$ cat src/rtl/pdm_pkg.sv
// Shared definitions for the PDM link blocks: sample format and accumulator sizing.
package pdm_pkg;

   localparam int unsigned SAMPLE_W = 10;
   localparam logic [SAMPLE_W-1:0] SAMPLE_MAX = 10'd1023;

   typedef logic [SAMPLE_W-1:0] sample_t;

   // Accumulator width for a second-order CIC with unity input: 2*log2(decim) + 1.
   function automatic int unsigned acc_w(input int unsigned decim);
      return 2 * $clog2(decim) + 1;
   endfunction

endpackage

$ cat src/rtl/pdm_comb_stage.sv
// One CIC comb section: y <= x - x_prev on enable, with the delay register updated alongside.
module pdm_comb_stage #(
   parameter int unsigned W = 13
) (
   input  logic         clk,
   input  logic         rst_n,
   input  logic         enable,
   input  logic [W-1:0] x,
   output logic [W-1:0] y
);

   logic [W-1:0] prev_q, prev_d;
   logic [W-1:0] y_q, y_d;

   always_comb begin
      prev_d = prev_q;
      y_d    = y_q;
      if (enable) begin
         y_d    = x - prev_q;
         prev_d = x;
      end
   end

   always_ff @(posedge clk or negedge rst_n) begin
      if (!rst_n) begin
         prev_q <= '0;
         y_q    <= '0;
      end else begin
         prev_q <= prev_d;
         y_q    <= y_d;
      end
   end

   assign y = y_q;

endmodule

$ cat src/rtl/pdm_demod.sv
// PDM-to-PCM decoder: 2nd-order CIC decimator plus scale/saturate to 10-bit unsigned.
// Optional PDM_DEMOD_CLIP_EN adds a registered clip flag alongside dout.
module pdm_demod
   import pdm_pkg::*;
#(
   parameter int unsigned DECIM = 64
) (
   input  logic                clk,
   input  logic                rst_n,
   input  logic                din,
   output logic [SAMPLE_W-1:0] dout,
   output logic                valid
`ifdef PDM_DEMOD_CLIP_EN
   ,
   output logic                clip
`endif
);

   localparam int unsigned LOG2D = $clog2(DECIM);
   localparam int unsigned ACC_W = acc_w(DECIM);
   localparam int unsigned SHIFT = 2 * LOG2D - SAMPLE_W;
   localparam logic [LOG2D-1:0] CNT_MAX = LOG2D'(DECIM - 1);
   localparam logic [ACC_W-1:0] MAX_W = ACC_W'(SAMPLE_MAX);

   logic [ACC_W-1:0] i1_q, i1_d;
   logic [ACC_W-1:0] i2_q, i2_d;
   logic [ACC_W-1:0] s_q, s_d;
   logic [LOG2D-1:0] cnt_q, cnt_d;
   logic [2:0]       tick_q, tick_d;
   logic [1:0]       warm_q, warm_d;
   sample_t          dout_q, dout_d;
   logic             valid_q, valid_d;
   logic [ACC_W-1:0] c1, c2;
   logic [ACC_W-1:0] scaled;
   logic             over;
   logic             tick;

   assign tick = (cnt_q == CNT_MAX);

   // Integrators wrap modulo 2^ACC_W; the comb differences undo the wrap.
   always_comb begin
      i1_d  = i1_q + ACC_W'(din);
      i2_d  = i2_q + i1_d;
      cnt_d = cnt_q + 1'b1;
      s_d   = tick ? i2_d : s_q;
      // tick_q[0] enables comb 1, [1] enables comb 2, [2] loads the output stage.
      tick_d = {tick_q[1:0], tick};
   end

   pdm_comb_stage #(
      .W (ACC_W)
   ) u_comb1 (
      .clk    (clk),
      .rst_n  (rst_n),
      .enable (tick_q[0]),
      .x      (s_q),
      .y      (c1)
   );

   pdm_comb_stage #(
      .W (ACC_W)
   ) u_comb2 (
      .clk    (clk),
      .rst_n  (rst_n),
      .enable (tick_q[1]),
      .x      (c1),
      .y      (c2)
   );

   assign scaled = c2 >> SHIFT;
   assign over   = (scaled > MAX_W);

   // First two results only prime the comb delays and are never emitted.
   always_comb begin
      warm_d  = warm_q;
      valid_d = 1'b0;
      dout_d  = dout_q;
      if (tick_q[2]) begin
         if (warm_q == 2'd2) begin
            valid_d = 1'b1;
            dout_d  = over ? SAMPLE_MAX : scaled[SAMPLE_W-1:0];
         end else begin
            warm_d = warm_q + 2'd1;
         end
      end
   end

   always_ff @(posedge clk or negedge rst_n) begin
      if (!rst_n) begin
         i1_q    <= '0;
         i2_q    <= '0;
         s_q     <= '0;
         cnt_q   <= '0;
         tick_q  <= '0;
         warm_q  <= '0;
         dout_q  <= '0;
         valid_q <= 1'b0;
      end else begin
         i1_q    <= i1_d;
         i2_q    <= i2_d;
         s_q     <= s_d;
         cnt_q   <= cnt_d;
         tick_q  <= tick_d;
         warm_q  <= warm_d;
         dout_q  <= dout_d;
         valid_q <= valid_d;
      end
   end

   assign dout  = dout_q;
   assign valid = valid_q;

`ifdef PDM_DEMOD_CLIP_EN
   logic clip_q, clip_d;

   always_comb begin
      clip_d = clip_q;
      if (valid_d) begin
         clip_d = over;
      end
   end

   always_ff @(posedge clk or negedge rst_n) begin
      if (!rst_n) begin
         clip_q <= 1'b0;
      end else begin
         clip_q <= clip_d;
      end
   end

   assign clip = clip_q;
`endif

endmodule

$ cat config.mk
export PLATFORM = sky130hd
export DESIGN_NAME = pdm_demod
export DESIGN_NICKNAME = d
export VERILOG_FILES = /design/src/rtl/pdm_pkg.sv /design/src/rtl/pdm_comb_stage.sv /design/src/rtl/pdm_demod.sv
export SDC_FILE = /design/constraint.sdc
export NUM_CORES = 1
export LEC_CHECK = 0
export BUFFER_PORTS_ARGS = -buffer_cell sky130_fd_sc_hd__buf_2
export CAP_MARGIN = 20
export CORE_MARGIN = 5
export CORE_UTILIZATION = 40
export CTS_BUF_LIST = sky130_fd_sc_hd__clkbuf_2 sky130_fd_sc_hd__clkbuf_4 sky130_fd_sc_hd__clkbuf_8
export CTS_CLUSTER_DIAMETER = 30
export DETAILED_ROUTE_END_ITERATION = 10
export GPL_ROUTABILITY_DRIVEN = 0
export PLACE_DENSITY_LB_ADDON = 0.1
export SKIP_CTS_REPAIR_TIMING = 1
export SLEW_MARGIN = 20
export SYNTH_ARGS = -nofsm -noshare
export SYNTH_HDL_FRONTEND = slang
export SYNTH_SLANG_ARGS = --single-unit
$ cat constraint.sdc
create_clock -name clk -period 6.5 [get_ports clk]
set_clock_uncertainty 0.05 [all_clocks]
set_input_delay 0.975 -clock clk [delete_from_list [all_inputs] [get_ports clk]]
set_output_delay 0.975 -clock clk [all_outputs]
set_load 0.01 [all_outputs]
==> metrics.yaml <==
global_route:
  grt.overflow.total: 0
  grt_pass1_wl_um: 19400
  grt_max_degree: 58
  antenna_found_initial: 0
  track_usage: 0.141
  grt_pass1_vias: 4070
routing:
  drt_iter0_drc: 209
  avgViaCountPerCell: 5.29
  dr.pass1.iters: 4
  wl_per_cell_um: 14.2
  antenna_left: 0
  route.detailed.drc: 0
  totalWireLength_um: 11100
  vias: 4106
timing:
  period_share: 0.492
  slew_headroom: 0.468
  tns_ps: 0
  setup_viol: 0
  hold_violations: 0
  final_max_slew_viol_count: 0
  tightest_slew_ps: 791
  fmax_mhz: 312
  finalCriticalPeriod_ps: 3200
  grt_setup_unrepaired: "no"
cts:
  cts_tree: "yes"
  cts_buffers: 9
  htree_levels: 3
  clkTransAtPathRegs_ps: 100
  clock_path_buffers: 2
  clock-root-buffer: "clkbuf_8"
  clk_latency_ps: 380
  clock-sinks: 111
pwr:
  power_leakage_nw: 2.97
  finalPower_w: 0.00167
  ir_drop_mv: 0.133
  powerDensity_mw_per_mm2: 264
logic_synthesis:
  synthXorXnorAreaFrac: 0.0584
  seq_area_frac_synth: 0.476
  synthArstFlopShare: 1.00
  synth_top_flop_cell: "dfrtp_1"
  synth_edf_count: 0
  synth-seq-cells: 111
  synthAdderAreaFrac: 0.0927
  synthCells: 574
  synth_top_family_by_area: "compound AO/OA/AOI/OAI gates"
  synth_compound_area_frac: 0.173
  synthesis.nets: 619
  yosys.area_share.simple: 0.131
  synth.yosys.warnings: 0
  synth_cell_types: 59
  syn_avg_cell_area_sq_um: 10.2
  synth_area_sq_mm: 0.00583
  muxShareOfSynthArea: 0.0326
floorplan:
  dieWidth_um: 131
  initial_core_util: 0.404
  die_h_um: 131
  ioPinCount: 14
  core_sq_mm: 0.0144
  core.rowCount: 44
  die_area_sq_mm: 0.0171
critical_path:
  r2r_end: "s_q[9]"
  startpoint_type: "input pin"
  path_max_fanout: 6
  ff2ff_path_depth: 11
  crit_type: "in -> reg"
  crit_start: "din"
  crit_required_ps: 6730
  worstReg2RegStart: "i1_q[0]"
  end_kind: "register"
  worstPathArrival_ps: 3430
  rrSetupSlack_ps: 3620
min_path:
  hold_path_end: "warm_q[0]"
  min_from: "warm_q[0]"
  holdPathStages: 1
  hold_class: "reg -> reg"
outcome:
  status: "finished, final reports clean"
place:
  numPortBuffers: 13
  dp_hpwl_um: 8030
  placed_area_sq_mm: 0.00610
final_layout:
  diodes: 0
  syn_to_final_growth_pct: 8.07
  drive_gt1_frac: 0.0997
  fin_area_sq_mm: 0.00630
  layout.nets: 632
run:
  cap_violations: 0
## synth_stat cells (2+ instances only)
library cell	count	area [sq um]
a211o_1	3	26.3
a211oi_1	8	60.1
a21boi_0	3	22.5
a21o_1	10	75.1
a21oi_1	29	145
a221o_1	3	30.0
a31oi_1	3	18.8
and2_1	2	12.5
and3_1	9	56.3
buf_1	2	7.51
buf_2	2	10.0
clkbuf_1	10	37.5
dfrtp_1	111	2780
fa_1	2	40.0
ha_1	40	500
inv_1	40	150
mux2_2	16	180
nand2_1	61	229
nand2b_1	2	12.5
nand3_1	17	85.1
nand3b_1	4	30.0
nand4_1	6	37.5
nor2_1	38	143
nor2b_1	2	12.5
nor3_1	9	45.0
nor4_1	4	25.0
o2111a_1	2	22.5
o2111ai_1	2	17.5
o211ai_1	7	52.6
o21a_1	10	75.1
o21ai_0	41	205
o21bai_1	4	30.0
o221ai_1	3	26.3
o311ai_0	2	17.5
o31a_1	2	17.5
o31ai_1	6	45.0
or2_2	3	18.8
xnor2_1	25	219
xor2_1	11	96.3
## area by class of cell
class | count | area (sq um)
clock buffers | 10 | 138
multi-input cells | 407 | 2840
fillers | 1424 | 8120
well taps | 184 | 230
flip-flops and latches | 111 | 2780
repair buffers | 16 | 90.1
inverters | 42 | 158
clock inverters | 6 | 67.6
## cell families after synthesis
logic type	Yosys count
and+or+nand+nor	163
muxes	17
DFF	111
buffers and inverters	56
AOI/OAI and AO/OA	148
xor gates and xnor gates	37
adders and majority gates	42
## worst max path at each step
stage,endpoint,slack (ps),depth (start not counted)
finish,s_q[9],3300,12
global placement,s_q[9],3010,12
detailed placement,s_q[9],2910,12
floorplan,s_q[9],3300,11
global route,s_q[9],3070,12
CTS,s_q[9],3340,12
## flip-flops by register name (all words and copies together) (netlist names)
name and flops:
u_comb2.y 11, u_comb2.prev_q 13, cnt_q 6, tick_q 3, u_comb1.prev_q 13, s_q 13
i1_q 13, u_comb1.y 13, dout 10, warm_q 2, valid 1, i2_q 13
## critical path: stages
cell and delay, ps:
buf_2 80, ha_1 170, ha_1 220, nand3_1 120, nor2_1 220, xor2_1 220
ha_1 330, a211oi_1 230, o211ai_1 210, a41oi_1 290, xnor2_1 100, mux2_2 260
## power by group
| group | internal (W) | total [W] | switching, W |
|---|---|---|---|
| clock network | 0.000191 | 0.000434 | 0.000243 |
| logic | 0.000181 | 0.000446 | 0.000266 |
| registers | 0.000751 | 0.000786 | 0.0000346 |
| total | 0.00112 | 0.00167 | 0.000543 |
## placed cells by master, fill, tap and decap left out, drive strengths merged, types with 3 or more instances in the layout
cell,count
o21a,11
o31ai,6
o21ai,41
nor2,38
o211ai,7
nor2b,3
nand2,61
nand3,17
a31oi,3
clkbuf,10
clkinv,4
a211oi,8
a21oi,30
a21boi,3
inv,42
xnor2,25
nand4,6
and3,9
xor2,11
o311ai,3
a221o,3
mux2,16
nand3b,4
nor3,9
o221ai,3
dfrtp,111
buf,16
nor4,4
or2,3
o21bai,4
a21o,10
ha,40
a211o,3
## through the flow
step | setup WS [ps] | hold slack, ps | utilization | std cells
2_1_floorplan | 3300 | 302 | - | 574
3_3_place_gp | 3010 | 411 | 0.423 | 760
3_5_place_dp | 2910 | 422 | 0.423 | 760
4_1_cts | 3340 | 440 | 0.437 | 776
5_1_grt | 3070 | 455 | 0.437 | 776
6_report | 3300 | 435 | 0.437 | 776
## routing by layer
metal | track usage | routed length, um
met1 | 0.188 | 5560
met2 | 0.226 | 4960
met3 | 0.0321 | 346
met4 | 0.0496 | 188
met5 | 0 | 0
(Power assumes the default switching activity.)
